`src/rtl/mem_stage_if.sv`:
```
// ----------------------------------------------------------------------------
// mem_stage_if : EX-side op handshake, byte-wide RAM port and write-back triple
// Rev 1.0
// ----------------------------------------------------------------------------
`default_nettype none

interface mem_stage_if #(
  parameter int ADDR_W = 32,
  parameter int XLEN   = 32
);
  logic              in_valid;
  logic              in_ready;
  logic              is_load;
  logic              is_store;
  logic [2:0]        funct3;
  logic [4:0]        wd_i;
  logic              wreg_i;
  logic [XLEN-1:0]   wdata_i;
  logic [XLEN-1:0]   mem_w_data_i;
  logic [ADDR_W-1:0] mem_a;
  logic [7:0]        mem_dout;
  logic              mem_wr;
  logic [7:0]        mem_din;
  logic              stall_req;
  logic              out_valid;
  logic [4:0]        wd_o;
  logic              wreg_o;
  logic [XLEN-1:0]   wdata_o;

  // The memory stage itself
  modport slave (
    input  in_valid, is_load, is_store, funct3, wd_i, wreg_i, wdata_i,
           mem_w_data_i, mem_din,
    output in_ready, mem_a, mem_dout, mem_wr, stall_req, out_valid,
           wd_o, wreg_o, wdata_o
  );

  // EX / RAM / write-back environment around the stage
  modport master (
    output in_valid, is_load, is_store, funct3, wd_i, wreg_i, wdata_i,
           mem_w_data_i, mem_din,
    input  in_ready, mem_a, mem_dout, mem_wr, stall_req, out_valid,
           wd_o, wreg_o, wdata_o
  );
endinterface

`default_nettype wire

```
`src/rtl/mem_stage.sv`:
```
// ----------------------------------------------------------------------------
// mem_stage : RV32I memory stage, byte-serial little-endian loads/stores
// Rev 1.0
// ----------------------------------------------------------------------------
`default_nettype none

module mem_stage #(
  parameter int ADDR_W = 32,
  parameter int XLEN   = 32
) (
  input  logic       clk,
  input  logic       rst,
  mem_stage_if.slave bus
);

  typedef enum logic [1:0] {
    IDLE  = 2'd0,
    LOAD  = 2'd1,
    STORE = 2'd2,
    DONE  = 2'd3
  } state_e;

  state_e            state_q, state_d;
  logic [2:0]        cnt_q, cnt_d;
  logic [2:0]        f3_q, f3_d;
  logic [ADDR_W-1:0] addr_q, addr_d;
  logic [XLEN-1:0]   sdata_q, sdata_d;
  logic [XLEN-1:0]   ldata_q, ldata_d;
  logic [4:0]        wd_q, wd_d;
  logic              wreg_q, wreg_d;
  logic [4:0]        wd_o_q, wd_o_d;
  logic              wreg_o_q, wreg_o_d;
  logic [XLEN-1:0]   wdata_o_q, wdata_o_d;

  logic              ready;
  logic              accept;
  logic [2:0]        n_bytes;
  logic [1:0]        bidx;
  logic [XLEN-1:0]   ld_full;
  logic [XLEN-1:0]   ld_ext;

  function automatic logic [2:0] byte_cnt(input logic [2:0] f3);
    case (f3[1:0])
      2'b00:   byte_cnt = 3'd1;
      2'b01:   byte_cnt = 3'd2;
      default: byte_cnt = 3'd4;
    endcase
  endfunction

  assign n_bytes = byte_cnt(f3_q);
  assign ready   = (state_q == IDLE) || (state_q == DONE);
  assign accept  = bus.in_valid && ready;
  // RAM data lags the address by one cycle, so cnt selects byte cnt-1
  assign bidx    = cnt_q[1:0] - 2'd1;

  always_comb begin
    ld_full = ldata_q;
    ld_full[{bidx, 3'b000} +: 8] = bus.mem_din;
    case (f3_q)
      3'b000:  ld_ext = {{(XLEN-8){ld_full[7]}},   ld_full[7:0]};
      3'b001:  ld_ext = {{(XLEN-16){ld_full[15]}}, ld_full[15:0]};
      3'b100:  ld_ext = {{(XLEN-8){1'b0}},         ld_full[7:0]};
      3'b101:  ld_ext = {{(XLEN-16){1'b0}},        ld_full[15:0]};
      default: ld_ext = ld_full;
    endcase
  end

  always_comb begin
    state_d   = state_q;
    cnt_d     = cnt_q;
    f3_d      = f3_q;
    addr_d    = addr_q;
    sdata_d   = sdata_q;
    ldata_d   = ldata_q;
    wd_d      = wd_q;
    wreg_d    = wreg_q;
    wd_o_d    = wd_o_q;
    wreg_o_d  = wreg_o_q;
    wdata_o_d = wdata_o_q;
    case (state_q)
      IDLE, DONE: begin
        state_d = IDLE;
        if (accept) begin
          cnt_d   = 3'd0;
          f3_d    = bus.funct3;
          addr_d  = bus.wdata_i[ADDR_W-1:0];
          sdata_d = bus.mem_w_data_i;
          wd_d    = bus.wd_i;
          wreg_d  = bus.wreg_i;
          if (bus.is_load) begin
            state_d = LOAD;
          end else if (bus.is_store) begin
            state_d = STORE;
          end else begin
            state_d   = DONE;
            wd_o_d    = bus.wd_i;
            wreg_o_d  = bus.wreg_i && (bus.wd_i != 5'd0);
            wdata_o_d = bus.wdata_i;
          end
        end
      end
      LOAD: begin
        if (cnt_q != 3'd0) begin
          ldata_d = ld_full;
        end
        if (cnt_q == n_bytes) begin
          state_d   = DONE;
          cnt_d     = 3'd0;
          wd_o_d    = wd_q;
          wreg_o_d  = wreg_q && (wd_q != 5'd0);
          wdata_o_d = ld_ext;
        end else begin
          cnt_d = cnt_q + 3'd1;
        end
      end
      STORE: begin
        if (cnt_q == n_bytes - 3'd1) begin
          state_d  = DONE;
          cnt_d    = 3'd0;
          wd_o_d   = wd_q;
          wreg_o_d = 1'b0;
        end else begin
          cnt_d = cnt_q + 3'd1;
        end
      end
      default: state_d = IDLE;
    endcase
  end

  always_ff @(posedge clk or negedge rst) begin
    if (!rst) begin
      state_q   <= IDLE;
      cnt_q     <= 3'd0;
      f3_q      <= 3'd0;
      addr_q    <= '0;
      sdata_q   <= '0;
      ldata_q   <= '0;
      wd_q      <= 5'd0;
      wreg_q    <= 1'b0;
      wd_o_q    <= 5'd0;
      wreg_o_q  <= 1'b0;
      wdata_o_q <= '0;
    end else begin
      state_q   <= state_d;
      cnt_q     <= cnt_d;
      f3_q      <= f3_d;
      addr_q    <= addr_d;
      sdata_q   <= sdata_d;
      ldata_q   <= ldata_d;
      wd_q      <= wd_d;
      wreg_q    <= wreg_d;
      wd_o_q    <= wd_o_d;
      wreg_o_q  <= wreg_o_d;
      wdata_o_q <= wdata_o_d;
    end
  end

  // RAM port is decoded from state so reset silences it without waiting for a clock
  assign bus.in_ready  = ready;
  assign bus.stall_req = (state_q == LOAD) || (state_q == STORE) ||
                         (accept && (bus.is_load || bus.is_store));
  assign bus.mem_wr    = (state_q == STORE);
  assign bus.mem_a     = ((state_q == STORE) || ((state_q == LOAD) && (cnt_q < n_bytes)))
                         ? addr_q + ADDR_W'(cnt_q) : '0;
  assign bus.mem_dout  = (state_q == STORE) ? sdata_q[{cnt_q[1:0], 3'b000} +: 8] : 8'h00;
  assign bus.out_valid = (state_q == DONE);
  assign bus.wd_o      = wd_o_q;
  assign bus.wreg_o    = wreg_o_q;
  assign bus.wdata_o   = wdata_o_q;

endmodule

`default_nettype wire

```
`src/flat_wrapper.sv`:
```
// flat-port wrapper written by rule: the top's interface ports become plain ports
module mem_stage_flat 
#(
  parameter int ADDR_W = 32,
  parameter int XLEN   = 32
)
  (clk, rst, bus_in_valid, bus_is_load, bus_is_store, bus_funct3, bus_wd_i, bus_wreg_i, bus_wdata_i, bus_mem_w_data_i, bus_mem_din, bus_in_ready, bus_mem_a, bus_mem_dout, bus_mem_wr, bus_stall_req, bus_out_valid, bus_wd_o, bus_wreg_o, bus_wdata_o);
  mem_stage_if #(.ADDR_W(ADDR_W), .XLEN(XLEN)) bus_i ();
  input  logic clk;
  input  logic rst;
  input wire logic [$bits(bus_i.in_valid)-1:0] bus_in_valid;
  input wire logic [$bits(bus_i.is_load)-1:0] bus_is_load;
  input wire logic [$bits(bus_i.is_store)-1:0] bus_is_store;
  input wire logic [$bits(bus_i.funct3)-1:0] bus_funct3;
  input wire logic [$bits(bus_i.wd_i)-1:0] bus_wd_i;
  input wire logic [$bits(bus_i.wreg_i)-1:0] bus_wreg_i;
  input wire logic [$bits(bus_i.wdata_i)-1:0] bus_wdata_i;
  input wire logic [$bits(bus_i.mem_w_data_i)-1:0] bus_mem_w_data_i;
  input wire logic [$bits(bus_i.mem_din)-1:0] bus_mem_din;
  output wire logic [$bits(bus_i.in_ready)-1:0] bus_in_ready;
  output wire logic [$bits(bus_i.mem_a)-1:0] bus_mem_a;
  output wire logic [$bits(bus_i.mem_dout)-1:0] bus_mem_dout;
  output wire logic [$bits(bus_i.mem_wr)-1:0] bus_mem_wr;
  output wire logic [$bits(bus_i.stall_req)-1:0] bus_stall_req;
  output wire logic [$bits(bus_i.out_valid)-1:0] bus_out_valid;
  output wire logic [$bits(bus_i.wd_o)-1:0] bus_wd_o;
  output wire logic [$bits(bus_i.wreg_o)-1:0] bus_wreg_o;
  output wire logic [$bits(bus_i.wdata_o)-1:0] bus_wdata_o;
  assign bus_i.in_valid = bus_in_valid;
  assign bus_i.is_load = bus_is_load;
  assign bus_i.is_store = bus_is_store;
  assign bus_i.funct3 = bus_funct3;
  assign bus_i.wd_i = bus_wd_i;
  assign bus_i.wreg_i = bus_wreg_i;
  assign bus_i.wdata_i = bus_wdata_i;
  assign bus_i.mem_w_data_i = bus_mem_w_data_i;
  assign bus_i.mem_din = bus_mem_din;
  assign bus_in_ready = bus_i.in_ready;
  assign bus_mem_a = bus_i.mem_a;
  assign bus_mem_dout = bus_i.mem_dout;
  assign bus_mem_wr = bus_i.mem_wr;
  assign bus_stall_req = bus_i.stall_req;
  assign bus_out_valid = bus_i.out_valid;
  assign bus_wd_o = bus_i.wd_o;
  assign bus_wreg_o = bus_i.wreg_o;
  assign bus_wdata_o = bus_i.wdata_o;
  mem_stage #(.ADDR_W(ADDR_W), .XLEN(XLEN)) u_core (.clk(clk), .rst(rst), .bus(bus_i));
endmodule
```
`config.mk`:
```
export PLATFORM = sky130hd
export DESIGN_NAME = mem_stage_flat
export DESIGN_NICKNAME = d
export VERILOG_FILES = /design/src/rtl/mem_stage_if.sv /design/src/rtl/mem_stage.sv /design/src/flat_wrapper.sv
export SDC_FILE = /design/constraint.sdc
export NUM_CORES = 1
export LEC_CHECK = 0
export BUFFER_PORTS_ARGS = -buffer_cell sky130_fd_sc_hd__buf_4
export CORE_MARGIN = 4
export CORE_UTILIZATION = 45
export DETAILED_ROUTE_END_ITERATION = 12
export PLACE_DENSITY = 0.78
export SETUP_SLACK_MARGIN = 0.3
export SYNTH_ARGS = -nofsm -noshare
export SYNTH_HDL_FRONTEND = slang
export SYNTH_SLANG_ARGS = --single-unit
```
`constraint.sdc`:
```
create_clock -name clk -period 3.3 [get_ports clk]
set_clock_uncertainty 0.05 [all_clocks]
set_input_delay 0.33 -clock clk [delete_from_list [all_inputs] [get_ports clk]]
set_output_delay 0.33 -clock clk [all_outputs]
set_load 0.1 [all_outputs]
```
==> run summary, run 1 <==
Simple-Gate Fraction of Synth Area: 15.7%
Most common cell after layout, fill and taps aside: buf_4
CTS H-tree lvls: 4
DRT iter0 DRCs: 404
Avg Inst Size Synth: 10.3 um2
Synth Area in XOR/XNOR: 3.44%
Clk sink count: 148
Crit path cell chain: ha_1 -> fa_2 -> a21o_1 -> and2_1 -> nand3_1 -> xor2_1 -> nor2_2 -> buf_6
Antenna viol nets, final: 0
Fraction of layout cells with a size suffix above 1: 40.3%
Critical path launch point type: flop
Run status: completed
Setup TNS: 0 ps
Main combinational cell family by area after synthesis: simple AND/OR/NAND/NOR gates
Mapped Nets: 858
Num CTS Buffers: 17
HPWL after detailed placement: 15000 um
Metal1 wirelength: 8800 um
# IOs: 168
GPL Wtd Cong: 0.877
Crit Path Class: reg -> out
Most frequent cells in the layout: buf_4 (170), dfrtp_1 (144), mux2_2 (91), nand2_1 (81), o21ai_0 (67)
Initial antenna violation count: 0
EDFF count, synth: 0
Register area share after synthesis: 47.4%
Final Critical Period: 2900 ps
Fin Hold WS: 88.7 ps
Metal3 WL: 1610 um
CTS Buffer Depth: 2
Inserted Diodes: 0
Mux cell area share after synthesis: 15.4%
FP Rows: 47
Final Hold Fails: 0
Top Family by Delay on Critical Path: adder cells
Final net count: 1025
Slew margin rel.: 36.4%
Yosys reg bits: 148
Drt wl/cell: 17.5 um
Req. time, crit path: 2920 ps
Total Die Area: 19500 um2
Root Buffer: clkbuf_16
GRT Util Overall: 20.7%
Netlist cell types: 54
Max-cap violation count: 0
Buf/Inv on CP: 1
Post-Synth Adder-Cell Area: 2.66%
DR vias: 6339
First-pass GRT wire length: 32700 um
Pin count of the biggest net entering global routing: 75
Total grt overflow: 0
Hold/Removal Path Class: in -> reg
Critical path's slowest cell: dfrtp_2
Final worst path period share: 88.0%
Die W: 140 um
DRT Pass-1 Iters: 5
Worst skew pair latency: 420 ps
Number of global-route vias before repair: 6247
Max Used Layer: met4
Post-Syn Area: 7810 um2
Max FO, Critical Path: 6
Detailed route wirelength on metal2: 9460 um
Crit path arrival time: 2520 ps
Async set or reset register ratio after synthesis: 100%
Slowest cell delay on critical path: 450 ps
CTS tree: yes
Synth warnings: 0
DR vias/cell: 5.48
# port buffers: 167
Area delta synth->final: 30.9%
Slew @ Worst Pin: 954 ps
RSZ-0062 raised after global routing: no
Die height: 140 um
Synth Area in Compound Gates: 12.1%
Ys flop type: dfrtp_1
Final setup fails: 0
Post-Route WL: 20300 um
Initial Util: 46.5%
Mapped Cells: 756
DRC errors left: 0
CORE AREA: 16800 um2
Slew Limit Fails: 0
FMAX: 0.344 GHz
Critical path capture point type: output pin
Clock Pin Slew Worst Setup and Hold Paths: 60 ps
[synth_stat cells, types with 2 or more instances]
| master | instances | area [um2] |
|---|---|---|
| a21oi_1 | 17 | 85.1 |
| a221oi_1 | 6 | 52.6 |
| a31oi_1 | 12 | 75.1 |
| and2_1 | 16 | 100 |
| and3_1 | 4 | 25.0 |
| and4_1 | 2 | 17.5 |
| buf_2 | 6 | 30.0 |
| clkbuf_1 | 33 | 124 |
| dfrtp_1 | 148 | 3700 |
| ha_1 | 15 | 188 |
| inv_1 | 21 | 78.8 |
| mux2_2 | 91 | 1020 |
| mux4_2 | 8 | 180 |
| nand2_1 | 85 | 319 |
| nand2b_1 | 16 | 100 |
| nand3_1 | 23 | 115 |
| nand3b_1 | 4 | 30.0 |
| nand4_1 | 10 | 62.6 |
| nor2_1 | 56 | 210 |
| nor2b_1 | 19 | 119 |
| nor3_1 | 2 | 10.0 |
| o211ai_1 | 2 | 15.0 |
| o21ai_0 | 68 | 340 |
| o22ai_1 | 16 | 100 |
| o31ai_1 | 17 | 128 |
| o31ai_2 | 2 | 25.0 |
| or3_1 | 3 | 18.8 |
| or4_1 | 2 | 15.0 |
| xnor2_1 | 8 | 70.1 |
| xor2_1 | 20 | 175 |
[worst paths after layout]
kind,startpoint,endpoint,slack [ps],cells after the start
min reg2reg,u_core.bus.wdata_o[24]$_DFFE_PN0P_,u_core.bus.wdata_o[24]$_DFFE_PN0P_,430,2
max in group asynchronous,rst,u_core.addr_q[3]$_DFFE_PN0P_,2000,3
max reg2reg,u_core.f3_q[1]$_DFFE_PN0P_,u_core.bus.wd_o[0]$_DFFE_PN0P_,680,8
min in group asynchronous,rst,u_core.bus.wd_o[3]$_DFFE_PN0P_,370,2
min,bus_mem_w_data_i[14],u_core.sdata_q[14]$_DFFE_PN0P_,90,2
max,u_core.cnt_q[0]$_DFFE_PN0N_,bus_mem_a[22],400,8
[metrics by stage]
step           utilization (%)  std cells  cell area [um2]  setup WS, ps
6_report                  60.8       1156            10200           396
2_1_floorplan                -        756             7900          94.4
5_1_grt                   60.8       1156            10200           298
3_5_place_dp              56.0       1116             9430           495
3_3_place_gp              56.0       1116             9430           535
4_1_cts                   60.3       1153            10100           300
[cells by family after synthesis]
family,after synthesis
mux,99
xor+xnor,29
fa+ha+maj,16
flops,148
compound gates,151
buf+inv,64
simple gates,249
[registers in the layout (all words and copies together), names as in the netlist]
register / flops
u_core.wreg_q: 1
u_core.bus.wdata_o: 32
u_core.ldata_q: 32
u_core.f3_q: 3
u_core.wd_q: 5
u_core.state_q: 2
u_core.addr_q: 32
u_core.sdata_q: 32
u_core.bus.wd_o: 5
u_core.cnt_q: 3
u_core.bus.wreg_o: 1
[metal layers]
layer | global-route usage (%) | vias to the layer above
li1 | - | 3015
met1 | 28.1 | 3063
met2 | 32.1 | 231
met3 | 6.31 | 30
met4 | 6.37 | 0
met5 | 0 | -
[area by class of cell]
| type | count | area [um2] |
|---|---|---|
| multi-input combinational | 544 | 4020 |
| clock buffer | 18 | 429 |
| sequential | 148 | 3710 |
| fill | 1404 | 6590 |
| inverter | 22 | 82.6 |
| clock inverter | 14 | 178 |
| tap | 220 | 275 |
| timing repair buffer | 190 | 1540 |
[worst register-to-register path, stage by stage, from the launching register on]
cell and delay, ps:
dfrtp_1 380, inv_1 130, nand2_2 170, ha_1 250
xor3_1 390, o31ai_2 310, and2_1 330, nand2_2 180
mux2_2 310
[timing repair]
item                                    in CTS  in global routing
pin swaps                                    3                  2
buffers inserted                             4                  3
hold buffers                                 1                  0
hold endpoints to repair                    48                  0
endpoints found under the setup margin      31                 31
resized for setup                           17                 18
Power of run 1 is left out: the tool's default activity adds up to more than one toggle a clock period on the data nets, which glitch-free logic cannot reach.
==> run 2, diff against run 1 <==
CORE_UTILIZATION = 50   (was 45)
PLACE_DENSITY = 0.84   (was 0.78)
RECOVER_POWER = 50   (was not set)
==> run 2 against run 1 <==
Critical path depth is the same. Final area is 0.67% lower. Worst setup slack worse by 10 ps. The run now ends with capacitance limit, slew limit left. Critical endpoint is now bus_mem_a[24]. Critical path type unchanged.
==> run summary, run 2 (same netlist as run 1, synthesis figures left out) <==
Critical path launch point type: flop
Final setup fails: 0 (unchanged)
Initial antenna violation count: 0 (unchanged)
Num CTS Buffers: 17 (unchanged)
CORE AREA: 15300 um2 (-9.3%)
FP Rows: 45 (-4.3%)
Slowest cell delay on critical path: 460 ps (about the same)
Root Buffer: clkbuf_16
Worst Hold Launch: bus_mem_w_data_i[20]
DRC errors left: 0 (unchanged)
R2R depth: 7 (-1)
Final net count: 1029 (+0.39%)
Die height: 133 um (-4.8%)
WHS Endpoint: u_core.sdata_q[20]$_DFFE_PN0P_
Slew @ Worst Pin: 1880 ps (+927 ps)
FMAX: 0.343 GHz (-0.36%)
Failing checks: capacitance limit, slew limit
RSZ-0062 raised after global routing: no
Reg2Reg Setup Slack: 720 ps (+40 ps)
CTS Buffer Depth: 2 (unchanged)
Most common cell after layout, fill and taps aside: dfrtp_1
Slew Limit Fails: 76 (+76)
DRT iter0 DRCs: 501 (+24%)
Run status: finished, violations left
DRT Pass-1 Iters: 5 (unchanged)
Die W: 133 um (-4.8%)
Pin count of the biggest net entering global routing: 77 (+2.7%)
Fraction of layout cells with a size suffix above 1: 36.5% (-3.8 points)
GRT Util Overall: 22.4% (+1.7 points)
Drt wl/cell: 17.4 um (-0.57%)
GPL Wtd Cong: 0.891 (+1.7%)
Final Critical Period: 2910 ps (+10.4 ps)
DR vias/cell: 5.49 (about the same)
Hold depth: 2 (unchanged)
CTS H-tree lvls: 4 (unchanged)
Final worst path period share: 88.3% (+0.31 points)
Post-Route WL: 20100 um (-1.0%)
Initial Util: 51.2% (+4.8 points)
Crit path cell chain: ha_1 -> fa_2 -> a21o_1 -> and2_1 -> nand3_1 -> xor2_1 -> nor2_2 -> buf_4
Inserted Diodes: 0 (unchanged)
Most frequent cells in the layout: dfrtp_1 (142), buf_4 (133), mux2_2 (91), nand2_1 (82), o21ai_0 (67)
Antenna viol nets, final: 0 (unchanged)
Slew margin rel.: -25.4% (-62 points)
Total Die Area: 17700 um2 (-9.4%)
Clock Pin Slew Worst Setup and Hold Paths: 60 ps (about the same)
Worst R2R End: u_core.bus.wdata_o[8]$_DFFE_PN0P_
Critical path's slowest cell: dfrtp_2
# IOs: 168 (unchanged)
Max FO, Critical Path: 6 (unchanged)
HPWL after detailed placement: 14400 um (-3.8%)
Crit Path Class: reg -> out
DR vias: 6315 (-0.38%)
Area delta synth->final: 30.0%
Req. time, crit path: 2920 ps (about the same)
Final Hold Fails: 0 (unchanged)
CTS tree: yes
Max-cap violation count: 1 (+1)
First-pass GRT wire length: 31700 um (-3.2%)
Critical path capture point type: output pin
Hold/Removal Path Class: in -> reg
Worst skew pair latency: 420 ps (about the same)
Clk sink count: 148 (unchanged)
# port buffers: 167 (unchanged)
Reg2reg start: u_core.cnt_q[0]$_DFFE_PN0N_
Crit path arrival time: 2530 ps (about the same)
Total grt overflow: 0 (unchanged)
Number of global-route vias before repair: 6060 (-3.0%)
Setup TNS: 0 ps (unchanged)
-- run 2: changes by cell type in the layout (fill, tap and decap cells not counted), sizes merged --
cell	change
clkbuf	+42
bufinv	+3
buf	-37
inv	-3
clkinvlp	-1
-- run 2: metal layers --
metal / wire, um / GRT usage, %
met1: 8700 / 29.9
met2: 9280 / 34.6
met3: 1700 / 7.34
met4: 375 / 7.27
met5: 0 / 0
-- run 2: area by class of cell --
cell class | count | area [um2]
Clock inverter | 13 | 228
Multi-Input combinational cell | 544 | 4010
Clock buffer | 19 | 443
Tap cell | 211 | 264
Fill cell | 1129 | 5100
Timing Repair Buffer | 194 | 1420
Inverter | 22 | 82.6
Sequential cell | 148 | 3710
-- run 2: what timing repair did --
action	in CTS	in global routing
setup endpoints to repair	30	30
setup buffers	3	7
hold buffers	1	0
cloned	0	0
pin swaps	2	4
resized for setup	16	24
endpoints found under the hold margin	73	0
-- run 2: worst max path at each step --
stage / start / to / slack (ps) / cells after the start
detailed placement: u_core.cnt_q[2]$_DFFE_PN0N_ / bus_mem_a[29] / 510 / 7
CTS: u_core.addr_q[5]$_DFFE_PN0P_ / bus_mem_a[31] / 310 / 7
finish: u_core.cnt_q[0]$_DFFE_PN0N_ / bus_mem_a[24] / 390 / 8
global route: u_core.cnt_q[2]$_DFFE_PN0N_ / bus_mem_a[29] / 270 / 8
floorplan: u_core.state_q[0]$_DFFE_PN0P_ / bus_mem_a[23] / 90 / 6
global placement: u_core.cnt_q[2]$_DFFE_PN0N_ / bus_mem_a[29] / 530 / 7
-- run 2: worst max-delay path, delay by kind of cell, from the launching register on --
kind / cells / cell delay, ps
AND/OR/NAND/NOR: 3 / 360
flip-flops: 1 / 460
buffers and inverters: 1 / 230
AO/OA/AOI/OAI: 1 / 240
XOR/XNOR: 1 / 190
adder cells (fa/ha/maj): 2 / 630
-- run 2: metrics by stage --
step                      setup slack [ps]  instance area, um2  hold slack, ps  util, %  std cells
after floorplan                       94.4                7900           -15.6        -        756
after global placement                 528                9420             356     61.7       1108
after detailed placement               509                9420             355     61.7       1108
after CTS                              314               10200            71.0     66.8       1144
after global routing                   270               10200            79.3     66.6       1151
final                                  386               10200            93.1     66.6       1151
Power of run 2 is left out for the same reason.
